**config.mk**
```make
export PLATFORM = sky130hd
export DESIGN_NAME = multicycle_controller_flat
export DESIGN_NICKNAME = d
export VERILOG_FILES = /design/src/rtl/mc_pkg.sv /design/src/rtl/mc_if.sv /design/src/rtl/mc_aludec.sv /design/src/rtl/multicycle_controller.sv /design/src/flat_wrapper.sv
export SDC_FILE = /design/constraint.sdc
export NUM_CORES = 1
export LEC_CHECK = 0
export CORE_MARGIN = 3
export CORE_UTILIZATION = 35
export CTS_CLUSTER_DIAMETER = 200
export DETAILED_ROUTE_END_ITERATION = 12
export GPL_TIMING_DRIVEN = 1
export HOLD_SLACK_MARGIN = 0.08
export PLACE_DENSITY = 0.81
export REMOVE_ABC_BUFFERS = 1
export SKIP_CTS_REPAIR_TIMING = 1
export SYNTH_ARGS = -nofsm -noshare
export SYNTH_HDL_FRONTEND = slang
export SYNTH_SLANG_ARGS = --single-unit
```
**constraint.sdc**
```tcl
create_clock -name clk -period 1.88 [get_ports clk]
set_input_delay 0.564 -clock clk [delete_from_list [all_inputs] [get_ports clk]]
set_output_delay 0.564 -clock clk [all_outputs]
set_load 0.05 [all_outputs]
```
**src/rtl/mc_pkg.sv**
```systemverilog
// Shared encodings for the multi-cycle MIPS control sequencer: states, opcodes,
// funct codes, ALU control codes and datapath mux selects.
package mc_pkg;

  typedef enum logic [3:0] {
    S_FETCH   = 4'd0,
    S_DECODE  = 4'd1,
    S_MEMADR  = 4'd2,
    S_MEMRD   = 4'd3,
    S_MEMWB   = 4'd4,
    S_MEMWR   = 4'd5,
    S_RTYPEEX = 4'd6,
    S_RTYPEWB = 4'd7,
    S_BEQEX   = 4'd8,
    S_ADDIEX  = 4'd9,
    S_ADDIWB  = 4'd10,
    S_JEX     = 4'd11
  } state_t;

  localparam logic [5:0] OP_RTYPE = 6'b000000;
  localparam logic [5:0] OP_LW    = 6'b100011;
  localparam logic [5:0] OP_SW    = 6'b101011;
  localparam logic [5:0] OP_BEQ   = 6'b000100;
  localparam logic [5:0] OP_ADDI  = 6'b001000;
  localparam logic [5:0] OP_J     = 6'b000010;

  localparam logic [5:0] FN_ADD = 6'b100000;
  localparam logic [5:0] FN_SUB = 6'b100010;
  localparam logic [5:0] FN_AND = 6'b100100;
  localparam logic [5:0] FN_OR  = 6'b100101;
  localparam logic [5:0] FN_SLT = 6'b101010;

  localparam logic [2:0] ALU_AND = 3'b000;
  localparam logic [2:0] ALU_OR  = 3'b001;
  localparam logic [2:0] ALU_ADD = 3'b010;
  localparam logic [2:0] ALU_SUB = 3'b110;
  localparam logic [2:0] ALU_SLT = 3'b111;

  localparam logic [1:0] ALUOP_ADD   = 2'b00;
  localparam logic [1:0] ALUOP_SUB   = 2'b01;
  localparam logic [1:0] ALUOP_FUNCT = 2'b10;

  localparam logic [1:0] SRCB_REGB = 2'b00;
  localparam logic [1:0] SRCB_FOUR = 2'b01;
  localparam logic [1:0] SRCB_IMM  = 2'b10;
  localparam logic [1:0] SRCB_BR   = 2'b11;

  localparam logic [1:0] PCSRC_ALU  = 2'b00;
  localparam logic [1:0] PCSRC_OUT  = 2'b01;
  localparam logic [1:0] PCSRC_JUMP = 2'b10;

endpackage

```
**src/rtl/mc_if.sv**
```systemverilog
// Controller <-> datapath/memory signal bundle. The controller is the master;
// the datapath and memory sit on the slave side. Optional mem_ready with MEM_READY_EN.
interface mc_if;
  logic [5:0] op;
  logic [5:0] funct;
  logic       zero;
`ifdef MEM_READY_EN
  // Memory handshake: an access in FETCH/MEMRD/MEMWR completes on the cycle
  // mem_ready=1; while it is 0 the controller holds state and withholds strobes.
  logic       mem_ready;
`endif
  logic       iord;
  logic       memwrite;
  logic       irwrite;
  logic       regdst;
  logic       memtoreg;
  logic       regwrite;
  logic       alusrca;
  logic [1:0] alusrcb;
  logic [1:0] pcsrc;
  logic       pcen;
  logic [2:0] alucontrol;
  logic       illegal_op;

  modport master (
    input  op, funct, zero,
`ifdef MEM_READY_EN
    input  mem_ready,
`endif
    output iord, memwrite, irwrite, regdst, memtoreg, regwrite,
           alusrca, alusrcb, pcsrc, pcen, alucontrol, illegal_op
  );

  modport slave (
    output op, funct, zero,
`ifdef MEM_READY_EN
    output mem_ready,
`endif
    input  iord, memwrite, irwrite, regdst, memtoreg, regwrite,
           alusrca, alusrcb, pcsrc, pcen, alucontrol, illegal_op
  );
endinterface

```
**src/rtl/mc_aludec.sv**
```systemverilog
// ALU decoder: aluop selects fixed add/sub or a funct-driven R-type operation.
// Unknown funct (and aluop 11) fall back to add rather than trapping.
module mc_aludec
  import mc_pkg::*;
(
  input  logic [1:0] aluop,
  input  logic [5:0] funct,
  output logic [2:0] alucontrol
);

  always_comb begin
    alucontrol = ALU_ADD;
    case (aluop)
      ALUOP_SUB: alucontrol = ALU_SUB;
      ALUOP_FUNCT: begin
        case (funct)
          FN_SUB:  alucontrol = ALU_SUB;
          FN_AND:  alucontrol = ALU_AND;
          FN_OR:   alucontrol = ALU_OR;
          FN_SLT:  alucontrol = ALU_SLT;
          default: alucontrol = ALU_ADD;
        endcase
      end
      default: alucontrol = ALU_ADD;
    endcase
  end

endmodule

```
**src/rtl/multicycle_controller.sv**
```systemverilog
// Moore control FSM for the multi-cycle MIPS datapath. Optional memory wait
// states are enabled with the MEM_READY_EN macro.
module multicycle_controller
  import mc_pkg::*;
#(
  parameter int STATE_W      = 4,
  parameter int ILLEGAL_TRAP = 1
) (
  input  logic               clk,
  input  logic               rst,
  mc_if.master               bus,
  output logic [STATE_W-1:0] state_dbg
);

  state_t     state_q, state_d;
  logic       mem_ok;
  logic       iord, memwrite, irwrite, regdst, memtoreg, regwrite, alusrca;
  logic [1:0] alusrcb, pcsrc, aluop;
  logic       pcwrite, branch, alu_used, illegal;
  logic [2:0] alu_dec;

`ifdef MEM_READY_EN
  assign mem_ok = bus.mem_ready;
`else
  assign mem_ok = 1'b1;
`endif

  always_ff @(posedge clk) begin
    if (rst) state_q <= S_FETCH;
    else     state_q <= state_d;
  end

  always_comb begin
    state_d  = state_q;
    iord     = 1'b0;
    memwrite = 1'b0;
    irwrite  = 1'b0;
    regdst   = 1'b0;
    memtoreg = 1'b0;
    regwrite = 1'b0;
    alusrca  = 1'b0;
    alusrcb  = SRCB_REGB;
    pcsrc    = PCSRC_ALU;
    aluop    = ALUOP_ADD;
    alu_used = 1'b0;
    pcwrite  = 1'b0;
    branch   = 1'b0;
    illegal  = 1'b0;
    case (state_q)
      S_FETCH: begin
        alusrcb  = SRCB_FOUR;
        alu_used = 1'b1;
        irwrite  = mem_ok;
        pcwrite  = mem_ok;
        if (mem_ok) state_d = S_DECODE;
      end
      S_DECODE: begin
        // Branch target is computed speculatively into ALUOut here.
        alusrcb  = SRCB_BR;
        alu_used = 1'b1;
        case (bus.op)
          OP_LW, OP_SW: state_d = S_MEMADR;
          OP_RTYPE:     state_d = S_RTYPEEX;
          OP_BEQ:       state_d = S_BEQEX;
          OP_ADDI:      state_d = S_ADDIEX;
          OP_J:         state_d = S_JEX;
          default: begin
            state_d = S_FETCH;
            illegal = (ILLEGAL_TRAP != 0);
          end
        endcase
      end
      S_MEMADR: begin
        alusrca  = 1'b1;
        alusrcb  = SRCB_IMM;
        alu_used = 1'b1;
        state_d  = (bus.op == OP_SW) ? S_MEMWR : S_MEMRD;
      end
      S_MEMRD: begin
        iord = 1'b1;
        if (mem_ok) state_d = S_MEMWB;
      end
      S_MEMWB: begin
        memtoreg = 1'b1;
        regwrite = 1'b1;
        state_d  = S_FETCH;
      end
      S_MEMWR: begin
        iord     = 1'b1;
        memwrite = mem_ok;
        if (mem_ok) state_d = S_FETCH;
      end
      S_RTYPEEX: begin
        alusrca  = 1'b1;
        aluop    = ALUOP_FUNCT;
        alu_used = 1'b1;
        state_d  = S_RTYPEWB;
      end
      S_RTYPEWB: begin
        regdst   = 1'b1;
        regwrite = 1'b1;
        state_d  = S_FETCH;
      end
      S_BEQEX: begin
        alusrca  = 1'b1;
        aluop    = ALUOP_SUB;
        alu_used = 1'b1;
        pcsrc    = PCSRC_OUT;
        branch   = 1'b1;
        state_d  = S_FETCH;
      end
      S_ADDIEX: begin
        alusrca  = 1'b1;
        alusrcb  = SRCB_IMM;
        alu_used = 1'b1;
        state_d  = S_ADDIWB;
      end
      S_ADDIWB: begin
        regwrite = 1'b1;
        state_d  = S_FETCH;
      end
      S_JEX: begin
        pcsrc   = PCSRC_JUMP;
        pcwrite = 1'b1;
        state_d = S_FETCH;
      end
      default: state_d = S_FETCH;
    endcase
  end

  mc_aludec u_aludec (
    .aluop      (aluop),
    .funct      (bus.funct),
    .alucontrol (alu_dec)
  );

  // Reset masks every output so an aborted instruction cannot leave a strobe behind.
  assign bus.iord       = !rst && iord;
  assign bus.memwrite   = !rst && memwrite;
  assign bus.irwrite    = !rst && irwrite;
  assign bus.regdst     = !rst && regdst;
  assign bus.memtoreg   = !rst && memtoreg;
  assign bus.regwrite   = !rst && regwrite;
  assign bus.alusrca    = !rst && alusrca;
  assign bus.alusrcb    = rst ? 2'b00 : alusrcb;
  assign bus.pcsrc      = rst ? 2'b00 : pcsrc;
  assign bus.pcen       = !rst && (pcwrite || (branch && bus.zero));
  assign bus.alucontrol = (rst || !alu_used) ? 3'b000 : alu_dec;
  assign bus.illegal_op = !rst && illegal;
  assign state_dbg      = rst ? '0 : STATE_W'(state_q);

endmodule

```
**src/flat_wrapper.sv**
```systemverilog
// flat-port wrapper written by rule: the top's interface ports become plain ports
module multicycle_controller_flat import mc_pkg::*;
#(
  parameter int STATE_W      = 4,
  parameter int ILLEGAL_TRAP = 1
)
  (clk, rst, state_dbg, bus_op, bus_funct, bus_zero, bus_iord, bus_memwrite, bus_irwrite, bus_regdst, bus_memtoreg, bus_regwrite, bus_alusrca, bus_alusrcb, bus_pcsrc, bus_pcen, bus_alucontrol, bus_illegal_op);
  mc_if bus_i ();
  input  logic clk;
  input  logic rst;
  output logic [STATE_W-1:0] state_dbg;
  input wire logic [$bits(bus_i.op)-1:0] bus_op;
  input wire logic [$bits(bus_i.funct)-1:0] bus_funct;
  input wire logic [$bits(bus_i.zero)-1:0] bus_zero;
  output wire logic [$bits(bus_i.iord)-1:0] bus_iord;
  output wire logic [$bits(bus_i.memwrite)-1:0] bus_memwrite;
  output wire logic [$bits(bus_i.irwrite)-1:0] bus_irwrite;
  output wire logic [$bits(bus_i.regdst)-1:0] bus_regdst;
  output wire logic [$bits(bus_i.memtoreg)-1:0] bus_memtoreg;
  output wire logic [$bits(bus_i.regwrite)-1:0] bus_regwrite;
  output wire logic [$bits(bus_i.alusrca)-1:0] bus_alusrca;
  output wire logic [$bits(bus_i.alusrcb)-1:0] bus_alusrcb;
  output wire logic [$bits(bus_i.pcsrc)-1:0] bus_pcsrc;
  output wire logic [$bits(bus_i.pcen)-1:0] bus_pcen;
  output wire logic [$bits(bus_i.alucontrol)-1:0] bus_alucontrol;
  output wire logic [$bits(bus_i.illegal_op)-1:0] bus_illegal_op;
  assign bus_i.op = bus_op;
  assign bus_i.funct = bus_funct;
  assign bus_i.zero = bus_zero;
  assign bus_iord = bus_i.iord;
  assign bus_memwrite = bus_i.memwrite;
  assign bus_irwrite = bus_i.irwrite;
  assign bus_regdst = bus_i.regdst;
  assign bus_memtoreg = bus_i.memtoreg;
  assign bus_regwrite = bus_i.regwrite;
  assign bus_alusrca = bus_i.alusrca;
  assign bus_alusrcb = bus_i.alusrcb;
  assign bus_pcsrc = bus_i.pcsrc;
  assign bus_pcen = bus_i.pcen;
  assign bus_alucontrol = bus_i.alucontrol;
  assign bus_illegal_op = bus_i.illegal_op;
  multicycle_controller #(.STATE_W(STATE_W), .ILLEGAL_TRAP(ILLEGAL_TRAP)) u_core (.clk(clk), .rst(rst), .bus(bus_i), .state_dbg(state_dbg));
endmodule
```
==> run metrics, run 1 <==
CTS max path bufs 2; Ys Warns 0; Die Y 50.0 µm; register bit total from synthesis 4; post-GRT worst EP bus_alucontrol[0]; area leader, netlist dfxtp_1; DP Wirelength 2240 µm; ys flop type dfxtp_1; Worst endpoint type top-level output; largest net degree at the start of global routing 12; asr flop ratio synth 0%; Synth Area per Inst 6.99 µm²; Site Rows 15; sequential fraction of the synthesis area 11.8%; I/O pin total 35; top-count cell post-synth nor2_1; post-synth cell types 35; I/O Buffers 34; most frequent cells after synthesis nor2_1 (13), nor3_1 (10), a21oi_1 (7), nor2b_1 (7), nand2b_1 (5); synthesized instance count 97; number of flops mapped to enable cells by yosys 0; Setup WS pre-CTS -772 ps; clock sink count 4; Initial Util 38.0%; status stopped before the end; GPL Wtd Cong 0.850; Cell Area, Synth 678 µm²; TritonCTS buffer count 3; Failed at 5_1_grt; most area-consuming cells after synthesis dfxtp_1 (12%), nor3_1 (7.4%), nor2_1 (7.2%), nor2b_1 (6.5%), ha_1 (5.5%); H-tree depth 1; Die W 50.0 µm; CTS Root Cell clkbuf_4; post-synth top area share 11.8%; Error [ERROR DPL-0038] Utilization greater than 100%, impossible to legalize
cell families after synthesis:
kind of cell               after synthesis  share of synthesized area (%)
AOI/OAI and AO/OA                       23                           23.2
xor gates and xnor gates                 3                           3.88
adders and majority gates                3                           5.54
buffers and inverters                   11                           7.38
DFF                                      4                           11.8
muxes                                    1                           1.48
and+or+nand+nor                         52                           46.7
stage by stage:
stage / instance area, µm² / cells / TNS (ps)
4_1_cts: 1510 / 189 / -10680
3_5_place_dp: 1490 / 186 / -10800
3_3_place_gp: 1490 / 186 / -9860
2_1_floorplan: 647 / 91 / -11590
==> run 2, diff against run 1 <==
--- a/config.mk
+++ b/config.mk
@@ -5,13 +5,11 @@
 export SDC_FILE = /design/constraint.sdc
 export NUM_CORES = 1
 export LEC_CHECK = 0
-export CORE_MARGIN = 3
-export CORE_UTILIZATION = 35
-export CTS_CLUSTER_DIAMETER = 200
+export CORE_AREA = 3 3 64 66
 export DETAILED_ROUTE_END_ITERATION = 12
+export DIE_AREA = 0 0 67 69
 export GPL_TIMING_DRIVEN = 1
-export HOLD_SLACK_MARGIN = 0.08
-export PLACE_DENSITY = 0.81
+export PLACE_DENSITY_LB_ADDON = 0.15
 export REMOVE_ABC_BUFFERS = 1
 export SKIP_CTS_REPAIR_TIMING = 1
 export SYNTH_ARGS = -nofsm -noshare
==> constraint.sdc (replaced) <==
create_clock -name clk -period 2.4 [get_ports clk]
set_input_delay 0.72 -clock clk [delete_from_list [all_inputs] [get_ports clk]]
set_output_delay 0.72 -clock clk [all_outputs]
set_load 0.05 [all_outputs]
==> run 2 against run 1 <==
The flow now finishes, with violations (negative setup slack). Synthesized cell count unchanged. Synthesized area unchanged.
==> run metrics, run 2 <==
ys flop type dfxtp_1; number of flops mapped to enable cells by yosys 0 (unchanged); DRC 0; Most Crowded Layer GR met2; CTS tree built; I/O Buffers 34 (unchanged); first-pass GRT wire length 4110 µm; Total Wirelength 2650 µm; sequential fraction of the synthesis area 11.8% (unchanged); Antenna Nets Post-Route 0; Startpoint Class input pin; status complete, but fails checks; total congestion overflow 0; hold crit path type reg2reg; met3 Track Usage GR 1.30%; RSZ-0062 raised after global routing true; top-count cell post-synth nor2_1; failing checks negative setup slack; initial antenna violation count 0; clock slew seen by the registers of the worst setup and hold paths 30 ps; ant diodes 0; Tmin final 2580 ps; PD cells 243 nW/µm²; Die W 67 µm (+34%); GPL Wtd Cong 0.776 (-8.8%); wire length per cell 12.3 µm; Cell Area, Synth 678 µm² (unchanged); most area-consuming cells after synthesis dfxtp_1 (12%), nor3_1 (7.4%), nor2_1 (7.2%), nor2b_1 (6.5%), ha_1 (5.5%); Initial Util 18.7% (-19 points); Reg with most FFs u_core.state_q; number of max-cap violations 0; most frequent cells in the layout buf_4 (39), buf_12 (20), nor2_1 (10); post-route cell area 1700 µm²; Tot GR Track Use 10.9%; Crit path largest cell delay 310 ps; via count 954; Layout Utilization 46.8%; post-synth top area share 11.8% (unchanged); Die Y 69 µm (+38%); area leader, netlist dfxtp_1; Leak Pwr 0.763 nW; CP Class in2out; H-tree depth 1 (unchanged); Hold EP u_core.state_q[0]; Final period util 108%; largest net degree at the start of global routing 13; Iter 0 DRT Violations 20; CP cell instances clkbuf_2 > nand2b_4 > nor4b_4 > a32oi_1 > nor3_1 > buf_4 > buf_12; Site Rows 22 (+7); slowest stage cell, crit path nor4b_4; Vias/cell 4.42; Final Max Slew Viols 0; post-synth cell types 35 (unchanged); clock sink count 4 (unchanged); clk_lat worst skew 210 ps; Core Region 3630 µm²; Critical Path AT 1860 ps; asr flop ratio synth 0% (unchanged); TritonCTS buffer count 3 (unchanged); Hold Crit Depth 2; peak supply drop 0.136 mV; vias in the first global route 972; reg2reg setup slack 1150 ps; synthesized instance count 97 (unchanged); CTS max path bufs 2 (unchanged); Total Power Consumption 0.414 mW; grt met1 use 15.0%; Req. time, crit path 1680 ps; setup_tns -261 ps; layout cell share with drive strength beyond 1 56.5%; register bit total from synthesis 4 (unchanged); Pre-antenna DRT Iters 4; Largest register FFs 4; Ys Warns 0 (unchanged); reg2reg end u_core.state_q[1]; CTS Root Cell clkbuf_8; Synth-to-Final Area Change 151%; Worst R2R Path Depth 5; Synth Area per Inst 6.99 µm² (unchanged); dpl cell area 1530 µm² (+2.4%); CP Capture Type primary output; Slew @ Worst Pin 313 ps; die footprint 4620 µm²; fmax 387 MHz; I/O pin total 35 (unchanged); most frequent cells after synthesis nor2_1 (13), nor3_1 (10), a21oi_1 (7), nor2b_1 (7), nand2b_1 (5); Worst Path Max Fanout 2; final hold violations 0; most common cell after layout, fill and taps aside buf_4; # setup viols final 2; met2 usage 17.7%; Clock Skews 1.01 ps; Setup WS pre-CTS -552 ps (+220 ps); setup ws final -183 ps; Hold Crit Start u_core.state_q[3]; # nets final 188; Critical R2R Launch u_core.state_q[1]; Slew HR 79.1%; Crit. Startpoint bus_funct[4]; largest registers u_core.state_q (4); DP Wirelength 2030 µm (-9.5%)
==> run 2: cell families (layout without fill, tap and decap cells) <==
kind of cell / count (synthesis) / count (layout) / share of synthesized area, %
adder cells (fa/ha/maj): 3 / 3 / 5.54
AO/OA/AOI/OAI: 23 / 23 / 23.2
AND/OR/NAND/NOR: 52 / 52 / 46.7
multiplexers: 1 / 1 / 1.48
XOR/XNOR: 3 / 3 / 3.88
buffers and inverters: 11 / 82 / 7.38
flip-flops: 4 / 4 / 11.8
==> run 2: how the worst max path moves through the flow <==
stage                              to  slack, ps  depth (start not counted)
floorplan           bus_alucontrol[0]       -820                          7
global placement       bus_illegal_op       -450                          5
detailed placement  bus_alucontrol[0]       -550                          7
global route        bus_alucontrol[0]       -280                          9
finish              bus_alucontrol[0]       -180                          7
CTS                 bus_alucontrol[0]       -570                          7
==> run 2: metal layers <==
layer | share of wire [%] | wire length [µm] | vias to the layer above
met2 | 52 | 1370 | 22
met1 | 44 | 1180 | 439
met3 | 3.9 | 102 | 0
li1 | - | - | 493
met5 | 0 | 0 | -
met4 | 0 | 0 | 0
==> run 2: layout make-up <==
cell class / instances / area, µm²
Fill cell: 374 / 1930
Timing Repair Buffer: 74 / 847
Multi-Input combinational cell: 82 / 649
Sequential cell: 4 / 85.1
Tap cell: 48 / 60.1
Clock buffer: 3 / 41.3
Inverter: 5 / 18.8
==> run 2: stage by stage <==
step	instances	hold WS [ps]
after detailed placement	210	651
after global routing	216	607
after floorplan	91	649
after global placement	210	664
after CTS	213	660
final	216	590
==> run 2: worst max-delay path, delay by kind of cell <==
kind,cells,cell delay [ps]
buf+inv,3,340
compound gates,1,140
simple gates,3,650
==> run 2: power by group <==
part | internal, mW | switching [mW] | leakage, nW | total [mW]
sequential | 0.0696 | 0.00236 | 0.0343 | 0.0720
combinational | 0.104 | 0.0971 | 0.707 | 0.201
clock | 0.107 | 0.0343 | 0.0216 | 0.141
Note: power is estimated with default switching activity, not from simulation.
